**config.mk**
```make
export PLATFORM = sky130hd
export DESIGN_NAME = cache_fill_fsm_flat
export DESIGN_NICKNAME = d
export VERILOG_FILES = /design/src/rtl/cache_fill_if.sv /design/src/rtl/cache_fill_fsm.sv /design/src/flat_wrapper.sv
export SDC_FILE = /design/constraint.sdc
export NUM_CORES = 1
export LEC_CHECK = 0
export ABC_AREA = 1
export CELL_PAD_IN_SITES_DETAIL_PLACEMENT = 1
export CELL_PAD_IN_SITES_GLOBAL_PLACEMENT = 2
export CORE_ASPECT_RATIO = 0.9
export CORE_MARGIN = 2
export CORE_UTILIZATION = 24
export CTS_CLUSTER_DIAMETER = 40
export DETAILED_ROUTE_END_ITERATION = 6
export GPL_TIMING_DRIVEN = 1
export HOLD_SLACK_MARGIN = 0.15
export MAX_ROUTING_LAYER = met4
export PLACE_DENSITY_LB_ADDON = 0.1
export SLEW_MARGIN = 20
export SYNTH_ARGS = -nofsm -noshare
export SYNTH_HDL_FRONTEND = slang
export SYNTH_SLANG_ARGS = --single-unit
```
**constraint.sdc**
```tcl
create_clock -name clk -period 2.55 [get_ports clk]
set_input_delay 0.3825 -clock clk [delete_from_list [all_inputs] [get_ports clk]]
set_output_delay 0.3825 -clock clk [all_outputs]
set_load 0.03 [all_outputs]
```
**src/rtl/cache_fill_if.sv**
```systemverilog
// Handshake bundle between the cache miss controller, main memory and the
// cache data/tag arrays. The master side is the fill controller.
interface cache_fill_if;
    logic        miss_detected;
    logic [15:0] miss_address;
    logic        fsm_busy;
    logic        mem_read;
    logic [15:0] mem_address;
    logic        mem_data_valid;
    logic [15:0] mem_data;
    logic        write_data_array;
    logic [7:0]  word_enable;
    logic [15:0] fill_data;
    logic        write_tag_array;

    modport master (
        input  miss_detected,
        input  miss_address,
        input  mem_data_valid,
        input  mem_data,
        output fsm_busy,
        output mem_read,
        output mem_address,
        output write_data_array,
        output word_enable,
        output fill_data,
        output write_tag_array
    );

    modport slave (
        output miss_detected,
        output miss_address,
        output mem_data_valid,
        output mem_data,
        input  fsm_busy,
        input  mem_read,
        input  mem_address,
        input  write_data_array,
        input  word_enable,
        input  fill_data,
        input  write_tag_array
    );
endinterface

```
**src/rtl/cache_fill_fsm.sv**
```systemverilog
// Cache miss fill controller: issues eight pipelined word reads for the
// 16-byte block of a missing address, steers returned words into the data
// array one-hot, then pulses a single tag-array write to validate the block.
module cache_fill_fsm (
    input  logic          clk,
    input  logic          rst,
    cache_fill_if.master  bus
);

    typedef enum logic [1:0] {
        IDLE = 2'd0,
        FILL = 2'd1,
        TAG  = 2'd2
    } state_e;

    state_e      state_q, state_d;
    logic [15:0] base_q, base_d;
    logic [2:0]  req_cnt_q, req_cnt_d;
    logic        req_done_q, req_done_d;
    logic [2:0]  rcv_cnt_q, rcv_cnt_d;
    logic        rcv_done_q, rcv_done_d;

    logic        fsm_busy_q, fsm_busy_d;
    logic        mem_read_q, mem_read_d;
    logic [15:0] mem_address_q, mem_address_d;
    logic        write_tag_q, write_tag_d;

    logic        accept_s;
    logic [7:0]  word_enable_s;

    // Data path: a returning word is written only while filling and only
    // until the eighth word has been taken; fill_data is a plain pass.
    always_comb begin
        accept_s      = 1'b0;
        word_enable_s = 8'h00;
        if ((state_q == FILL) && bus.mem_data_valid && !rcv_done_q) begin
            accept_s      = 1'b1;
            word_enable_s = 8'h01 << rcv_cnt_q;
        end else begin
            accept_s      = 1'b0;
            word_enable_s = 8'h00;
        end
    end

    // Next-state, counter and registered-output decode.
    always_comb begin
        state_d    = state_q;
        base_d     = base_q;
        req_cnt_d  = req_cnt_q;
        req_done_d = req_done_q;
        rcv_cnt_d  = rcv_cnt_q;
        rcv_done_d = rcv_done_q;

        case (state_q)
            IDLE: begin
                if (bus.miss_detected) begin
                    base_d     = bus.miss_address & 16'hFFF0;
                    req_cnt_d  = 3'd0;
                    req_done_d = 1'b0;
                    rcv_cnt_d  = 3'd0;
                    rcv_done_d = 1'b0;
                    state_d    = FILL;
                end else begin
                    state_d    = IDLE;
                end
            end
            FILL: begin
                // Request issue runs independently of data return.
                if (!req_done_q) begin
                    req_cnt_d  = req_cnt_q + 3'd1;
                    req_done_d = (req_cnt_q == 3'd7);
                end else begin
                    req_cnt_d  = req_cnt_q;
                end
                if (accept_s) begin
                    rcv_cnt_d = rcv_cnt_q + 3'd1;
                    if (rcv_cnt_q == 3'd7) begin
                        rcv_done_d = 1'b1;
                        state_d    = TAG;
                    end else begin
                        state_d    = FILL;
                    end
                end else begin
                    rcv_cnt_d = rcv_cnt_q;
                end
            end
            TAG: begin
                state_d = IDLE;
            end
            default: begin
                state_d = IDLE;
            end
        endcase

        // Outputs are decoded from next state so they come straight from flops.
        fsm_busy_d  = (state_d != IDLE);
        mem_read_d  = (state_d == FILL) && !req_done_d;
        write_tag_d = (state_d == TAG);
        if (mem_read_d) begin
            mem_address_d = base_d | {12'h000, req_cnt_d, 1'b0};
        end else begin
            mem_address_d = 16'h0000;
        end
    end

    // State, counters and registered outputs with synchronous reset.
    always_ff @(posedge clk) begin
        if (rst) begin
            state_q       <= IDLE;
            base_q        <= 16'h0000;
            req_cnt_q     <= 3'd0;
            req_done_q    <= 1'b0;
            rcv_cnt_q     <= 3'd0;
            rcv_done_q    <= 1'b0;
            fsm_busy_q    <= 1'b0;
            mem_read_q    <= 1'b0;
            mem_address_q <= 16'h0000;
            write_tag_q   <= 1'b0;
        end else begin
            state_q       <= state_d;
            base_q        <= base_d;
            req_cnt_q     <= req_cnt_d;
            req_done_q    <= req_done_d;
            rcv_cnt_q     <= rcv_cnt_d;
            rcv_done_q    <= rcv_done_d;
            fsm_busy_q    <= fsm_busy_d;
            mem_read_q    <= mem_read_d;
            mem_address_q <= mem_address_d;
            write_tag_q   <= write_tag_d;
        end
    end

    assign bus.fsm_busy         = fsm_busy_q;
    assign bus.mem_read         = mem_read_q;
    assign bus.mem_address      = mem_address_q;
    assign bus.write_tag_array  = write_tag_q;
    assign bus.write_data_array = accept_s;
    assign bus.word_enable      = word_enable_s;
    assign bus.fill_data        = bus.mem_data;

endmodule

```
**src/flat_wrapper.sv**
```systemverilog
// flat-port wrapper written by rule: the top's interface ports become plain ports
module cache_fill_fsm_flat 
  (clk, rst, bus_miss_detected, bus_miss_address, bus_mem_data_valid, bus_mem_data, bus_fsm_busy, bus_mem_read, bus_mem_address, bus_write_data_array, bus_word_enable, bus_fill_data, bus_write_tag_array);
  cache_fill_if bus_i ();
  input  logic clk;
  input  logic rst;
  input wire logic [$bits(bus_i.miss_detected)-1:0] bus_miss_detected;
  input wire logic [$bits(bus_i.miss_address)-1:0] bus_miss_address;
  input wire logic [$bits(bus_i.mem_data_valid)-1:0] bus_mem_data_valid;
  input wire logic [$bits(bus_i.mem_data)-1:0] bus_mem_data;
  output wire logic [$bits(bus_i.fsm_busy)-1:0] bus_fsm_busy;
  output wire logic [$bits(bus_i.mem_read)-1:0] bus_mem_read;
  output wire logic [$bits(bus_i.mem_address)-1:0] bus_mem_address;
  output wire logic [$bits(bus_i.write_data_array)-1:0] bus_write_data_array;
  output wire logic [$bits(bus_i.word_enable)-1:0] bus_word_enable;
  output wire logic [$bits(bus_i.fill_data)-1:0] bus_fill_data;
  output wire logic [$bits(bus_i.write_tag_array)-1:0] bus_write_tag_array;
  assign bus_i.miss_detected = bus_miss_detected;
  assign bus_i.miss_address = bus_miss_address;
  assign bus_i.mem_data_valid = bus_mem_data_valid;
  assign bus_i.mem_data = bus_mem_data;
  assign bus_fsm_busy = bus_i.fsm_busy;
  assign bus_mem_read = bus_i.mem_read;
  assign bus_mem_address = bus_i.mem_address;
  assign bus_write_data_array = bus_i.write_data_array;
  assign bus_word_enable = bus_i.word_enable;
  assign bus_fill_data = bus_i.fill_data;
  assign bus_write_tag_array = bus_i.write_tag_array;
  cache_fill_fsm u_core (.clk(clk), .rst(rst), .bus(bus_i));
endmodule
```
==> results of run 1 <==
## metrics by stage
step	total power, W	utilization, %	instance area (sq um)
3_3_place_gp	0.000979	29.8	2240
6_report	0.00141	31.0	2330
3_5_place_dp	0.000980	29.8	2240
4_1_cts	0.00145	31.0	2330
5_1_grt	0.00150	31.0	2330
2_1_floorplan	0.000943	-	1840
## worst max-delay path, stage by stage
cell	delay, ns
clkdlybuf4s50_1	0.46
inv_1	0.04
nor2_1	0.27
nand3_4	0.11
inv_1	0.09
clkdlybuf4s50_1	0.67
## area by class of cell
class	instances	area share [%]
Clock inverter	3	0.914
Timing Repair Buffer	47	19.0
Multi-Input combinational cell	128	28.0
Clock buffer	5	2.96
Tap cell	96	5.16
Sequential cell	45	38.7
Inverter	32	5.16
## synthesized netlist by cell type
cell	instances	area share (%)
o21ai_0	13	3.5
nand2_2	1	0.34
clkbuf_1	1	0.20
ha_1	8	5.4
buf_4	16	6.5
nand3_4	2	1.9
buf_1	1	0.20
inv_2	2	0.41
nand3_2	1	0.54
buf_2	4	1.1
nand3_1	9	2.4
inv_1	30	6.1
nor2_4	2	1.2
o21ai_1	2	0.54
nor3_1	10	2.7
nand2_1	31	6.3
dfxtp_1	45	49
a21oi_1	6	1.6
nor2_1	43	8.8
buf_6	2	1.2
## state kept, by name, summed over array words and instances (netlist names)
register                    count
u_core.bus.mem_read             1
u_core.bus.write_tag_array      1
u_core.bus.mem_address         16
u_core.rcv_cnt_q                3
u_core.state_q                  2
u_core.bus.fsm_busy             1
u_core.req_cnt_q                3
u_core.base_q                  16
u_core.req_done_q               1
u_core.rcv_done_q               1
## kinds of logic (layout without fill, tap and decap cells)
family,Yosys count,after routing,share of synthesized area (%)
AOI/OAI and AO/OA,21,21,5.70
DFF,45,45,48.9
and+or+nand+nor,99,99,24.2
adders and majority gates,8,8,5.43
buffers and inverters,56,87,15.8
## power groups by stage
stage	logic [W]	clock network [W]	registers, W
2_1_floorplan	0.000144	0	0.000799
3_3_place_gp	0.000210	0	0.000768
3_5_place_dp	0.000211	0	0.000769
4_1_cts	0.000212	0.000485	0.000753
5_1_grt	0.000233	0.000510	0.000756
6_report	0.000206	0.000449	0.000752
## final timing paths
kind                                                       start                              endpoint  slack [ns]
worst max-delay path                          bus_mem_data_valid                    bus_word_enable[7]        0.14
worst max register to register  u_core.rcv_cnt_q[0]$_SDFFE_PP0P_  u_core.bus.mem_address[2]$_SDFF_PP0_        1.05
worst min-delay path                 u_core.base_q[3]$_SDFF_PP0_           u_core.base_q[3]$_SDFF_PP0_        0.45
worst min register to register       u_core.base_q[3]$_SDFF_PP0_           u_core.base_q[3]$_SDFF_PP0_        0.45
## routing by layer
layer | vias to the layer above | track usage (%) | share of wire [%]
met4 | 0 | 4.48 | 0.94
met2 | 32 | 16.4 | 46
met3 | 2 | 2.68 | 5.0
li1 | 745 | - | -
met1 | 640 | 13.3 | 48
met5 | - | - | 0
==> metrics.md, run 1 <==
| Metric | Value |
|---|---|
| Fin crit share | `94.5%` |
| Die height | `between 80 and 90 um` |
| Pint | `approximately 0.001 W` |
| Die Width | `a little under 100 um` |
| Post-DP HPWL | `approximately 2900 um` |
| First drt pass iteration count | `4` |
| RSZ-0062 raised after global routing | `false` |
| Leakage | `between 1 and 1.5 nW` |
| Core area | `7510 sq um` |
| Register area share after synthesis | `around half` |
| Total grt overflow | `0` |
| DR iter-0 viols | `12` |
| Total GRT Usage | `10.7%` |
| Worst-Skew Late Latency | `~0.3 ns` |
| CTS tree | `done` |
| Net switching fraction of the power | `between 20% and 30%` |
| Yosys warning total | `0` |
| Most common cell after layout, fill and taps aside | `dfxtp_1` |
| Critical path class | `in -> out` |
| CP required | `~2.2 ns` |
| Nets | `303` |
| Hold depth | `2` |
| Post-placement setup slack | `roughly 0.13 ns` |
| Post-synth net total | `about 270` |
| Crit Path Max Fanout | `3` |
| Max-Slew Margin vs Limit | `77.5%` |
| Fmax | `around 420 MHz` |
| Actual slew at the worst max-slew pin | `0.336 ns` |
| WP data arrival | `slightly above 2 ns` |
| Fill cell count | `roughly 920` |
| Sequential share of power | `53.4%` |
| H-tree levels | `2` |
| Vias/cell | `roughly 4.0` |
| Clk sink count | `45` |
| DRT antenna net count | `0` |
| Setup crit start kind | `input port` |
| Clk slew on worst S/H paths | `around 0.090 ns` |
| Final setup fails | `0` |
| I/O Pins | `80` |
| Root Buffer | `clkbuf_8` |
| DR WL/cell | `roughly 11 um` |
| WHS | `between 0.4 and 0.5 ns` |
| Max Cap Violations | `0` |
| Ant. Diodes | `0` |
| Global-route wire length before repair | `6620 um` |
| Switch Pwr | `0.000391 W` |
| Fin. max-slew vios | `0` |
| Area of the multi-input gates | `between 600 and 700 sq um` |
| PD cells | `between 600 and 700 nW/um^2` |
| Layout area overhead | `26.2%` |
| Count of state elements after synthesis | `45` |
| Worst R2R Path Depth | `6` |
| Post-synthesis cell type count | `20` |
| Share of cells above drive strength 1 | `between 10% and 20%` |
| Reg area | `around 900 sq um` |
| Synth Area per Inst | `between 8 and 9 sq um` |
| Period minus WS final | `about 2.4 ns` |
| Global placer's final weighted congestion | `0.682` |
| Total routed wirelength | `4060 um` |
| PortBufs | `43` |
| Status | `finished, final reports clean` |
| Final TNS setup | `0 ns` |
| Synth Instances | `roughly 230` |
| Post-CTS resize count | `0` |
| Post-route insts no fill | `between 300 and 400` |
| DR vias | `around 1,400` |
| Final setup margin | `~0.14 ns` |
| Die Footprint | `8400 sq um` |
| Setup bufs post-CTS | `0` |
| Site Rows | `30` |
| Post-synthesis cell area | `1840 sq um` |
| Starting Density | `24.6%` |
| Drc violations | `0` |
| Initial antenna violation count | `0` |
| Clk_skew | `just under 0.009 ns` |
| Clk network pwr share | `a little under a third` |
| Num CTS Buffers | `5` |
| CP endpoint kind | `primary output` |
| Worst vdd ir | `0.000283 V` |
| Most frequent cells in the layout | `dfxtp_1, nor2_1, clkdlybuf4s50_1` |
| Max clock buf depth | `2` |
| Cts hold-fix bufs | `0` |
| Vias in the first global route | `~1,500` |
| Combinational share of power | `between 10 and 15%` |
| Placed cells | `roughly 350` |
| Worst Hold Class | `reg -> reg` |
| Pin count of the biggest net entering global routing | `26` |
| Final hold vios | `0` |
Power figures use the tool's default switching activity.
==> inputs of run 2 (changes only) <==
CAP_MARGIN = 40   (was unset)
==> results of run 2 <==
Same layout as run 1: the final DEF is identical, and so are final timing and power.
